<file path="config.mk">
export PLATFORM = sky130hd
export DESIGN_NAME = noc_inject_arbiter
export DESIGN_NICKNAME = d
export VERILOG_FILES = /design/src/rtl/noc_inject_arbiter.sv
export SDC_FILE = /design/constraint.sdc
export NUM_CORES = 1
export LEC_CHECK = 0
export CORE_ASPECT_RATIO = 1.25
export CORE_MARGIN = 5
export CORE_UTILIZATION = 46
export DETAILED_ROUTE_END_ITERATION = 10
export PLACE_DENSITY = 0.76
export RECOVER_POWER = 50
export SLEW_MARGIN = 5
export SYNTH_ARGS = -nofsm -noshare
export SYNTH_HDL_FRONTEND = slang
export SYNTH_SLANG_ARGS = --single-unit
export TNS_END_PERCENT = 1
</file>
<file path="constraint.sdc">
create_clock -name clk -period 2.9 [get_ports clk]
set_clock_uncertainty 0.2 [all_clocks]
set_input_delay 0.725 -clock clk [delete_from_list [all_inputs] [get_ports clk]]
set_output_delay 0.725 -clock clk [all_outputs]
set_load 0.03 [all_outputs]
</file>
<file path="src/rtl/noc_inject_arbiter.sv">
// noc_inject_arbiter: round-robin arbiter feeding one router injection port
// with a held packet that is delivered or dropped after a wait timeout.
module noc_inject_arbiter #(
  parameter int NREQ    = 4,
  parameter int PKT_W   = 9,
  parameter int TIMEOUT = 16
) (
  input  logic                  clk,
  input  logic                  rst_n,
  input  logic [NREQ-1:0]       req_valid,
  input  logic [NREQ*PKT_W-1:0] req_data,
  output logic [NREQ-1:0]       req_ready,
  output logic [PKT_W-1:0]      inj_data,
  input  logic                  inj_ready,
  output logic [1:0]            grant_id,
  output logic                  busy,
  output logic [15:0]           sent_cnt,
  output logic [15:0]           drop_cnt
);
  typedef enum logic {IDLE, SEND} state_t;
  state_t state;
  logic [1:0] ptr, g, idx;
  logic found;
  logic [7:0] wait_cnt;
  logic [PKT_W-1:0] pkt;
  always_comb begin
    g = ptr;
    found = 1'b0;
    idx = ptr;
    for (int k = 1; k <= NREQ; k++) begin
      idx = ptr + 2'(k);
      if (!found && req_valid[idx]) begin
        g = idx;
        found = 1'b1;
      end
    end
  end
  assign pkt = req_data[32'(g)*PKT_W +: PKT_W];
  assign req_ready = (state == IDLE && found) ? ({{(NREQ-1){1'b0}}, 1'b1} << g) : '0;
  assign busy = (state == SEND);
  // inj_data is the hold register itself; clearing it on exit marks "no packet"
  always_ff @(posedge clk or negedge rst_n) begin
    if (!rst_n) begin
      state    <= IDLE;
      ptr      <= 2'(NREQ-1);
      inj_data <= '0;
      grant_id <= '0;
      wait_cnt <= '0;
      sent_cnt <= '0;
      drop_cnt <= '0;
    end else if (state == IDLE) begin
      if (found) begin
        inj_data <= pkt | {1'b1, {(PKT_W-1){1'b0}}};
        grant_id <= g;
        ptr      <= g;
        wait_cnt <= '0;
        state    <= SEND;
      end
    end else if (inj_ready) begin
      sent_cnt <= sent_cnt + 16'(sent_cnt != 16'hFFFF);
      inj_data <= '0;
      state    <= IDLE;
    end else if (wait_cnt == 8'(TIMEOUT-1)) begin
      drop_cnt <= drop_cnt + 16'(drop_cnt != 16'hFFFF);
      inj_data <= '0;
      state    <= IDLE;
    end else begin
      wait_cnt <= wait_cnt + 8'd1;
    end
  end
endmodule

</file>
# After elaboration in Yosys (flattened, before gate mapping)
# Cells that the tools add are included.
dict set report op_classes {
  bitwise 2
  shift 2
  mux 29
  eq_ne 6
  magnitude_cmp 4
  n_mul 1
  addsub 6
  reduce_logical 13
}
# cell count
set ops {}
lappend ops {{9-bit two-way mux} 4}
lappend ops {{36-bit by 7-bit indexed part select with 8-bit output} 1}
lappend ops {{16-bit by 1-bit adder with 16-bit output} 2}
lappend ops {{8-bit two-way mux} 4}
lappend ops {{16-bit != test (second input constant)} 2}
lappend ops {{2-bit by 3-bit less-than comparator with 1-bit output (second input constant)} 4}
lappend ops {{1-bit two-way mux} 12}
lappend ops {{8-bit by 1-bit adder with 8-bit output (second input constant)} 1}
lappend ops {{1-bit binary-select mux with 2-bit select} 4}
lappend ops {{8-bit by 4-bit == test with 1-bit output (second input constant)} 1}
lappend ops {{2-bit two-way mux} 4}
lappend ops {{2-bit by 4-bit multiplier with 6-bit output (second input constant)} 1}
lappend ops {{2-bit AND reduction} 3}
lappend ops {{3-bit AND reduction} 2}
lappend ops {{2-bit adder (second input constant)} 2}
lappend ops {{1-bit logical AND} 4}
lappend ops {{4-bit two-way mux} 1}
lappend ops {{2-bit != test (second input constant)} 2}
lappend ops {{1-bit by 2-bit left shift with 4-bit output (first input constant)} 1}
lappend ops {{1-bit zero test} 3}
lappend ops {{3-bit by 2-bit != test with 1-bit output (second input constant)} 1}
lappend ops {{2-bit by 1-bit adder with 2-bit output (second input constant)} 1}
lappend ops {{1-bit inverter} 2}
lappend ops {{2-bit nonzero test} 1}
dict set report word_totals {
  word_cells 70
  input_bits 43
  register_bits 54
  out_inout_bits 48
}

# Depth between registers and ports, before layout
# Gate-level depths: netlist of run 1.
dict set report logic_depth {
  ltp_word 17
  mapped_depth 11
  mapped_depth_nobuf 10
}

# Least setup slack after synthesis of run 1
# OpenSTA, ideal clock, no wires.
dict set report synth_timing {
  kind {input port to output port}
  from {in req_valid[0]}
  to {out req_ready[0]}
  stages 6
  path_buffers 2
  arrival_ps 2386
  path_slack_ps -411
  required_ps 1975
  cell_sequence {and3b_1 -> clkbuf_1 -> nor3_2 -> buf_2 -> inv_1 -> nor3_1}
}
dict set report synth_via {
  elab_chain_len 14
  word_cells_on_any_way 25
  cone_classes {shift: 1; mux: 17; reduce/logical: 7}
}
# element line_no
set synth_lines {}
lappend synth_lines {{from (decl)} 10} ;# input logic [NREQ-1:0] req_valid,
lappend synth_lines {{1-bit binary-select mux with 2-bit select} 32} ;# if (!found && req_valid[idx]) begin
lappend synth_lines {{1-bit two-way mux (implied by the code)} 32}
lappend synth_lines {{1-bit two-way mux} 32}
lappend synth_lines {{1-bit zero test} 32}
lappend synth_lines {{1-bit logical AND} 32}
lappend synth_lines {{1-bit two-way mux} 32}
lappend synth_lines {{1-bit zero test} 32}
lappend synth_lines {{1-bit logical AND} 32}
lappend synth_lines {{1-bit two-way mux} 32}
lappend synth_lines {{1-bit zero test} 32}
lappend synth_lines {{1-bit logical AND} 32}
lappend synth_lines {{2-bit two-way mux / 1-bit two-way mux (equally long branches)} 32}
lappend synth_lines {{1-bit by 2-bit left shift with 4-bit output / 1-bit logical AND (equally long branches)} 39} ;# assign req_ready = (state == IDLE && found) ? ({{(NREQ-1){1'b0}}, 1'b1} << g) : '0;
lappend synth_lines {{4-bit two-way mux *} 39}
lappend synth_lines {{to (decl)} 12} ;# output logic [NREQ-1:0] req_ready,
# Mark *: on every way between the ends. The rest lies on a longest branch, timed or not. The select of a mux whose other input is x is not followed.

# Worst setup path after layout of run 1
dict set report layout_timing {
  from {in req_valid[1]}
  to {out req_ready[3]}
}
# Same word-level chain as after synthesis.

==> flow_summary.json, run 1 <==
{
  "drive_gt1_frac": 0.152,
  "path_max_fanout": 4,
  "seqPwrFrac": 0.358,
  "first_iter_violations": 89,
  "coreArea_mm2": 0.00609,
  "syn_avg_cell_area_um2": 10.3,
  "clk_pin_slew_ns": 0.09,
  "ys.flop_type": "dfrtp_1",
  "num-fill-cells": 529,
  "nNetsFinal": 436,
  "maxSlewHeadroom": 0.0277,
  "worstPathRequired_ns": 1.98,
  "synth_area_mm2": 0.00285,
  "p_int_mw": 1.81,
  "cts_tree": "yes",
  "status": "completed",
  "cts_buffers": 5,
  "portBuffers": 86,
  "mostFrequentLayoutCell": "clkdlybuf4s50_1",
  "dieHeight_um": 98.0,
  "rsz0062_at_grt": "false",
  "setup_tns_ns": 0,
  "p_per_area_mw_per_mm2": 733,
  "drc_errors": 0,
  "fmax_mhz": 353,
  "netSwitchingPower_mw": 1.19,
  "layout_common_cells": "73 x clkdlybuf4s50_1, 52 x dfrtp_1, 28 x xnor2_1, 25 x nand2_1, 24 x buf_4",
  "gr-total-overflow": 0,
  "clock_latency_ns": 0.30,
  "rows": 32,
  "synth_cell_types": 44,
  "tightest_slew_ns": 1.46,
  "worst_setup_path_end_kind": "output port",
  "syn_nets": 328,
  "wl_per_cell_um": 14.3,
  "synth_top_family_by_area": "simple AND/OR/NAND/NOR gates",
  "synth-simple-area-share": 0.211,
  "grt_max_degree": 28,
  "leakagePower_nw": 1.77,
  "cap_violations": 0,
  "place_congestion": 0.826,
  "fin_cells": 472,
  "grt_pass1_wl_um": 11600,
  "critPathKind": "input pin to output port",
  "swShare": 0.397,
  "initial_core_util": 0.469,
  "yosys_warnings": 0,
  "synth_edf_count": 0,
  "dpl.hpwl_um": 5370,
  "ys_seq_area_frac": 0.475,
  "grt_pass1_vias": 2528,
  "fin_crit_sh": 0.976,
  "ir_drop_mv": 0.653,
  "first_pass_iters": 4,
  "hold_path.class": "flip-flop to flip-flop",
  "drt_wl_total_um": 6760,
  "grt_usage": 0.181,
  "yosys_register_bits": 54,
  "async_flop_share": 1.00,
  "cts_buffer_depth": 2,
  "antenna_left": 0,
  "hold_violations": 0,
  "vias_per_cell": 5.24,
  "vias": 2472,
  "netlist_instances": 278,
  "antenna_found_initial": 0,
  "whs_ns": 0.278,
  "synth_compound_gate_area_share": 0.110,
  "clock-root-buffer": "clkbuf_8",
  "synth-xor-area-share": 0.104,
  "area_delta_synth_final_pct": 43.1,
  "comb_power_share": 0.476,
  "ios": 91,
  "dp_cells": 463,
  "die_x_um": 80.4,
  "pwr-share-clk": 0.166,
  "start_kind": "input pin",
  "die-area_mm2": 0.00789,
  "finalSetupViolCount": 0,
  "utilization": 0.671,
  "critPathArrivalTime_ns": 1.91,
  "period_minus_slack_ns": 2.83,
  "antennaDiodeCount": 0,
  "cts_max_level": 2,
  "clock_sinks": 54,
  "drv_slew": 0,
  "synthAdderAreaFrac": 0.0307,
  "synthMuxAreaShare": 0.0452
}
cells by family (layout without fill, tap and decap cells):
| kind of cell | Yosys count | count (layout) |
|---|---|---|
| buffers and inverters | 16 | 125 |
| multiplexers | 12 | 12 |
| AO/OA/AOI/OAI | 42 | 42 |
| flip-flops | 54 | 54 |
| XOR/XNOR | 34 | 34 |
| adder cells (fa/ha/maj) | 7 | 7 |
| AND/OR/NAND/NOR | 113 | 113 |
layout make-up:
cell class / instances / area (um^2) / area share
inverters: 7 / 26.3 / 0.00644
clock buffers: 6 / 72.6 / 0.0178
multi-input cells: 208 / 1480 / 0.363
repair buffers: 110 / 1010 / 0.246
flip-flops and latches: 54 / 1350 / 0.332
clock inverters: 2 / 37.5 / 0.00919
well taps: 85 / 106 / 0.0260
registers in the layout, summed over array words and instances, names as in the netlist:
register	count
ptr	2
sent_cnt	16
wait_cnt	8
grant_id	2
inj_data	9
busy	1
drop_cnt	16
critical path: stages:
cell           delay [ns]
dlygate4sd2_1        0.27
buf_4                0.15
a21o_1               0.17
a31oi_4              0.21
nand2_2              0.11
nor2_1               0.11
buf_4                0.17
stage by stage:
stage	setup slack (ns)	total power, mW	instance area [um^2]
final	0.0688	2.99	4080
after global routing	0.000129	3.20	4080
after CTS	0.00969	3.03	4090
after detailed placement	-0.246	2.49	3950
after global placement	-0.226	2.46	3950
after floorplan	-0.181	1.88	2860
cell usage after synthesis (all sizes together) (2+ instances only):
cell | count | area (um^2)
nor2 | 19 | 71.3
dfstp | 2 | 52.6
nand2 | 26 | 97.6
dfrtp | 52 | 1300
nand3b | 2 | 15.0
buf | 6 | 31.3
o211ai | 5 | 37.5
nand3 | 19 | 100
and4 | 4 | 35.0
xor2 | 6 | 52.6
mux2 | 7 | 78.8
o21ai | 3 | 15.0
inv | 7 | 26.3
mux2i | 5 | 50.1
xnor2 | 28 | 245
a21o | 3 | 22.5
ha | 7 | 87.6
and3 | 8 | 50.1
o31ai | 8 | 60.1
a211o | 5 | 43.8
nand2b | 5 | 31.3
clkbuf | 3 | 11.3
a21oi | 9 | 52.6
nor3 | 8 | 56.3
nand4 | 16 | 100
a221o | 3 | 30.0
a211oi | 2 | 15.0
final timing paths:
check	startpoint	end	slack (ns)	cells past startpoint
min	grant_id[1]$_DFFE_PN0P_	grant_id[1]$_DFFE_PN0P_	0.28	2
min reg2reg	grant_id[1]$_DFFE_PN0P_	grant_id[1]$_DFFE_PN0P_	0.28	2
max reg2reg	drop_cnt[6]$_DFFE_PN0P_	drop_cnt[12]$_DFFE_PN0P_	0.24	10
max	req_valid[1]	req_ready[3]	0.07	7
max in group asynchronous	rst_n	drop_cnt[7]$_DFFE_PN0P_	0.63	2
min in group asynchronous	rst_n	wait_cnt[2]$_DFFE_PN0P_	0.56	1
power groups by stage:
stage          sequential [mW]  clock, mW  combinational (mW)
2_1_floorplan             1.26          0               0.625
3_3_place_gp              1.08          0                1.39
3_5_place_dp              1.08          0                1.41
4_1_cts                   1.08      0.511                1.44
5_1_grt                   1.10      0.541                1.55
6_report                  1.07      0.497                1.42
per-layer routing:
metal,routed length (um),vias to the layer above,global-route usage
met5,0,-,0
met4,63,0,0.0468
met3,442,6,0.0387
met2,3390,69,0.311
met1,2870,1182,0.229
li1,-,1215,-
timing repair:
item | in CTS | in global routing
hold buffers | 0 | 0
pin swaps | 2 | 2
setup endpoints to repair | 4 | 4
buffers inserted | 0 | 1
gates resized for setup | 10 | 6
Note: power is estimated with default switching activity, not from simulation.
==> run 2, diff against run 1 <==
Settings changed: CAP_MARGIN set to 30, CORE_UTILIZATION 46 to 25, PLACE_DENSITY 0.76 to 0.44.
==> run 2 against run 1 <==
  * Total power grew 5.4%
  * Sequential share of layout area shrank 0.57 points
  * Sequential cell count is the same
  * Critical path depth unchanged
  * Wire length rose by 15%
  * Worst setup slack worse by 0.0033 ns
  * Hold slack improved by 0.020 ns
==> flow_summary.json, run 2 (same netlist as run 1, synthesis figures left out) <==
{
  "ir_drop_mv": 0.404,
  "finalSetupViolCount": 0,
  "drc_errors": 0,
  "p_per_area_mw_per_mm2": 759,
  "clock-root-buffer": "clkbuf_16",
  "top_regs": "drop_cnt: 16 flops, sent_cnt: 16 flops, inj_data: 9 flops",
  "fin_area_mm2": 0.00415,
  "place_congestion": 0.766,
  "path_max_fanout": 5,
  "worstPathRequired_ns": 1.98,
  "fin_cells": 519,
  "first_iter_violations": 57,
  "antenna_left": 0,
  "grt_pass1_vias": 2617,
  "ios": 91,
  "hold_violations": 0,
  "utilization": 0.373,
  "grt_pass1_wl_um": 13200,
  "clk_pin_slew_ns": 0.07,
  "nNetsFinal": 432,
  "drt_wl_total_um": 7790,
  "grt_max_degree": 32,
  "hold_path.class": "flip-flop to flip-flop",
  "period_minus_slack_ns": 2.83,
  "vias": 2502,
  "dpl.hpwl_um": 5990,
  "die-area_mm2": 0.0137,
  "cts_buffers": 5,
  "setup_tns_ns": 0,
  "status": "completed",
  "clock_latency_ns": 0.29,
  "coreArea_mm2": 0.0111,
  "vias_per_cell": 4.82,
  "initial_core_util": 0.256,
  "num-fill-cells": 1116,
  "rsz0062_at_grt": "true",
  "critical_path.top_delay_family": "buffers and inverters",
  "wl_per_cell_um": 15.0,
  "gr-total-overflow": 0,
  "drv_slew": 0,
  "drive_gt1_frac": 0.125,
  "rows": 43,
  "whs_ns": 0.298,
  "tightest_slew_ns": 1.32,
  "area_delta_synth_final_pct": 45.6,
  "cp_common_cell": "buf_4",
  "first_pass_iters": 4,
  "power.total_mw": 3.15,
  "layout_common_cells": "74 x clkdlybuf4s50_1, 52 x dfrtp_1, 28 x xnor2_1, 26 x nand2_1, 20 x buf_4",
  "grt_usage": 0.119,
  "mostFrequentLayoutCell": "clkdlybuf4s50_1",
  "antenna_found_initial": 1,
  "maxSlewHeadroom": 0.122,
  "clock_sinks": 54,
  "cts_tree": "yes",
  "dp_slack_ns": -0.220,
  "fin_crit_sh": 0.977,
  "cts_buffer_depth": 2,
  "worst_setup_path_end_kind": "output port",
  "path_cells": "dlygate4sd2_1 > nand2b_1 > a21oi_2 > nor3_4 > buf_4 > nor3_2 > buf_4",
  "leakagePower_nw": 1.77,
  "fmax_mhz": 353,
  "critPathKind": "input pin to output port",
  "hold_buffers": 0,
  "die_x_um": 106,
  "timing.critical_path.buf_inv": 3,
  "slowest_stage": "dlygate4sd2_1",
  "multiInputGateArea_mm2": 0.00146,
  "crit_path_max_incr_delay_ns": 0.28,
  "seqCellArea_mm2": 0.00135,
  "cts_max_level": 2,
  "cap_violations": 0,
  "fin_ws_ns": 0.0654,
  "placed_area_mm2": 0.00400,
  "critPathArrivalTime_ns": 1.91,
  "portBuffers": 86,
  "dieHeight_um": 129,
  "start_kind": "input pin",
  "dp_cells": 510
}
## run 2: final cells by class
cell class	count	area share
Clock buffer	7	0.0319
Multi-Input combinational cell	208	0.352
Timing Repair Buffer	106	0.235
Clock inverter	1	0.00723
Sequential cell	54	0.326
Inverter	7	0.00633
Tap cell	135	0.0407
Antenna cell	1	0.000602
## run 2: final timing paths
kind,slack [ns],end,startpoint,cells past startpoint
max reg2reg,0.23,drop_cnt[12]$_DFFE_PN0P_,drop_cnt[7]$_DFFE_PN0P_,10
max in group asynchronous,0.55,grant_id[1]$_DFFE_PN0P_,rst_n,2
max,0.07,req_ready[1],req_valid[1],7
min reg2reg,0.30,sent_cnt[14]$_DFFE_PN0P_,sent_cnt[14]$_DFFE_PN0P_,1
min in group asynchronous,0.51,grant_id[0]$_DFFE_PN0P_,rst_n,1
min,0.30,sent_cnt[14]$_DFFE_PN0P_,sent_cnt[14]$_DFFE_PN0P_,1
## run 2: metal layers
layer / track usage / part of all wire
met5: 0 / 0
met4: 0.0366 / 0.014
met3: 0.0369 / 0.069
met2: 0.196 / 0.46
met1: 0.152 / 0.45
## run 2: repair_timing
item                       CTS  global route
gates resized for setup      5             3
pin swaps                    1             2
setup buffers                0             0
setup endpoints to repair    4             5
## run 2: where the power goes
part           leakage [nW]  switching, mW  internal (mW)  total, mW
Combinational         0.987          0.791          0.608       1.40
Sequential            0.707          0.170          0.911       1.08
Clock                0.0781          0.265          0.409      0.674
==> run 3, diff against run 2 <==
Settings changed: ABC_AREA set to 1, PLACE_DENSITY 0.44 to 0.43.
==> run 3 against run 2 <==
  * The run now ends with negative setup slack left
  * Hold slack lost 0.0027 ns
  * Sequential share of layout area shrank 4.5 points
  * Sequential power is essentially flat
  * Cell count grew 40%
  * Wire length grew 23%
  * Non-clock buffer count grew 18
  * Critical path type is now flip-flop to output port
  * Critical endpoint is now req_ready[3]
  * Highest routed layer unchanged
==> flow_summary.json, run 3 <==
{
  "clock-root-buffer": "clkbuf_16",
  "p_int_mw": 2.49,
  "clock_latency_ns": 0.30,
  "yosys_register_bits": 54,
  "timing.critical_path.buf_inv": 4,
  "synth.most_common_cell": "nand2_1",
  "layout_common_cells": "157 x nand2_1, 76 x clkdlybuf4s50_1, 52 x dfrtp_1, 35 x nor2_1, 34 x nand3_1",
  "clk_pin_slew_ns": 0.07,
  "hold_path.class": "flip-flop to flip-flop",
  "ys_seq_area_frac": 0.416,
  "die-area_mm2": 0.0154,
  "comb_power_share": 0.638,
  "rows": 46,
  "grt_pass1_wl_um": 15700,
  "antenna_left": 0,
  "crit_end": "req_ready[3]",
  "status": "finished with violations",
  "vias_per_cell": 4.39,
  "netlist_instances": 426,
  "worst_setup_path_end_kind": "output port",
  "utilization": 0.379,
  "synth-simple-area-share": 0.392,
  "setup_tns_ns": -0.372,
  "cp_common_cell": "nand2_2",
  "leakagePower_nw": 2.29,
  "async_flop_share": 1.00,
  "fmax_mhz": 332,
  "yosys_warnings": 0,
  "coreArea_mm2": 0.0127,
  "syn_nets": 476,
  "finalSetupViolCount": 4,
  "die_x_um": 112,
  "hold_buffers": 0,
  "nNetsFinal": 605,
  "fin_crit_sh": 1.04,
  "p_per_area_mw_per_mm2": 973,
  "initial_core_util": 0.256,
  "area_delta_synth_final_pct": 47.9,
  "synthMuxAreaShare": 0,
  "drt_wl_total_um": 9580,
  "ios": 91,
  "synth_area_mm2": 0.00326,
  "ir_drop_mv": 0.582,
  "slowest_stage": "dfstp_2",
  "fin_area_mm2": 0.00482,
  "clock_sinks": 54,
  "netSwitchingPower_mw": 2.20,
  "grt_pass1_vias": 3285,
  "syn_avg_cell_area_um2": 7.64,
  "grt_usage": 0.125,
  "power.total_mw": 4.69,
  "grt_max_degree": 26,
  "path_max_fanout": 8,
  "mostFrequentLayoutCell": "nand2_1",
  "cts_buffer_depth": 2,
  "first_iter_violations": 137,
  "rr_startpoint": "drop_cnt[6]$_DFFE_PN0P_",
  "crit_path_max_incr_delay_ns": 0.65,
  "synth_top_family_by_area": "simple AND/OR/NAND/NOR gates",
  "yosys-top-cells-area": "dfrtp_1 40%, nand2_1 19%, xor2_1 6.2%",
  "synthAdderAreaFrac": 0.0269,
  "yosys.area.top_type": "dfrtp_1",
  "crit_cells": 14,
  "rr_worst_depth": 14,
  "worstPathRequired_ns": 1.98,
  "drive_gt1_frac": 0.173,
  "period_minus_slack_ns": 3.01,
  "wl_per_cell_um": 13.2,
  "dieHeight_um": 138,
  "fin_cells": 725,
  "cts_buffers": 5,
  "synth.cells.most_frequent": "167 x nand2_1, 52 x dfrtp_1, 35 x nor2_1",
  "drc_errors": 0,
  "maxSlewHeadroom": 0.0150,
  "portBuffers": 86,
  "fin_ws_ns": -0.109,
  "dpl.hpwl_um": 7320,
  "cap_violations": 0,
  "drv_slew": 0,
  "first_pass_iters": 4,
  "placed_area_mm2": 0.00451,
  "synth_edf_count": 0,
  "critical_path.top_delay_family": "simple AND/OR/NAND/NOR gates",
  "synth_cell_types": 27,
  "gr-total-overflow": 0,
  "whs_ns": 0.295,
  "synth_top_area_frac": 0.400,
  "seqPwrFrac": 0.230,
  "hold_violations": 0,
  "cts_tree": "yes",
  "synth-xor-area-share": 0.0861,
  "start_kind": "flip-flop",
  "place_congestion": 0.814,
  "crit_start": "ptr[0]$_DFFE_PN1P_",
  "critPathArrivalTime_ns": 2.08,
  "tightest_slew_ns": 1.48,
  "dp_slack_ns": -0.368,
  "ys.flop_type": "dfrtp_1",
  "critPathKind": "flip-flop to output port",
  "rsz0062_at_grt": "true",
  "ff2ff_setup_slack_ns": 0.47,
  "violations": "negative setup slack",
  "antenna_found_initial": 1,
  "dp_cells": 705,
  "vias": 3180,
  "path_cells": "buf_6 > nand2_2 > nand2_2 > nand2_2 > nand2_4 > inv_4 > nand2_2 > nand2_2 > nand2_2 > nand2_4 > nor2_8 > inv_2 > nor2_4 > buf_6",
  "pwr-share-clk": 0.132,
  "r2r_end": "drop_cnt[8]$_DFFE_PN0P_",
  "top_regs": "drop_cnt: 16 flops, sent_cnt: 16 flops, inj_data: 9 flops",
  "synth_compound_gate_area_share": 0.0315,
  "cts_max_level": 2,
  "swShare": 0.468
}
-- run 3: cell count changes in the layout (fill, tap and decap cells not counted), sizes merged, moves of 7 or more --
cell,previous run,this run
and3,8,0
nand3,19,38
o21ai,3,10
inv,7,36
nand2,26,181
buf,20,38
o31ai,8,0
nor2,19,39
xor2,6,23
mux2,7,0
xnor2,28,9
-- run 3: worst min path at each step --
stage | slack (ns) | cells after the start | end | start
2_1_floorplan | 0.23 | 0 | busy$_DFF_PN0_ | rst_n
3_3_place_gp | 0.27 | 2 | inj_data[8]$_DFFE_PN0P_ | inj_data[8]$_DFFE_PN0P_
3_5_place_dp | 0.28 | 2 | inj_data[8]$_DFFE_PN0P_ | inj_data[8]$_DFFE_PN0P_
4_1_cts | 0.25 | 1 | drop_cnt[4]$_DFFE_PN0P_ | rst_n
5_1_grt | 0.32 | 2 | inj_data[1]$_DFFE_PN0P_ | inj_data[1]$_DFFE_PN0P_
6_report | 0.29 | 2 | inj_data[8]$_DFFE_PN0P_ | inj_data[8]$_DFFE_PN0P_
-- run 3: kinds of logic (layout without fill, tap and decap cells) --
kind of cell	count (synthesis)	in the layout
AOI/OAI and AO/OA	14	14
xor gates and xnor gates	32	32
adders and majority gates	7	7
buffers and inverters	37	167
DFF	54	54
other	0	1
and+or+nand+nor	282	282
-- run 3: what timing repair did --
| action | CTS | global route |
|---|---|---|
| pin swaps | 16 | 8 |
| cloned | 0 | 0 |
| gates resized for setup | 31 | 6 |
| hold endpoints to repair | 0 | 0 |
| buffers inserted | 9 | 2 |
| setup endpoints to repair | 4 | 4 |
-- run 3: layout make-up --
class / instances / area [um^2]
repair buffers: 124 / 1150
multi-input cells: 335 / 1820
flip-flops and latches: 54 / 1350
inverters: 35 / 139
clock inverters: 2 / 17.5
fillers: 1348 / 7900
clock buffers: 6 / 129
diodes: 1 / 2.50
well taps: 168 / 210
-- run 3: power by group through the flow --
stage	registers (mW)	logic, mW	clock network (mW)
after floorplan	1.25	1.44	0
after global placement	1.09	2.64	0
after detailed placement	1.08	2.65	0
after CTS	1.08	2.98	0.650
after global routing	1.10	3.27	0.679
final	1.08	2.99	0.619
-- run 3: tightest hold or removal path: cells and delay by family, from the launching register on --
family           cells  cell delay (ns)
flip-flops           1             0.36
AND/OR/NAND/NOR      2             0.11
-- run 3: per-layer routing --
layer | GRT usage | routed length, um | part of all wire | vias up
li1 | - | - | - | 1616
met1 | 0.150 | 4190 | 0.44 | 1484
met2 | 0.223 | 4800 | 0.50 | 73
met3 | 0.0321 | 475 | 0.050 | 7
met4 | 0.0354 | 116 | 0.012 | 0
met5 | 0 | 0 | 0 | -
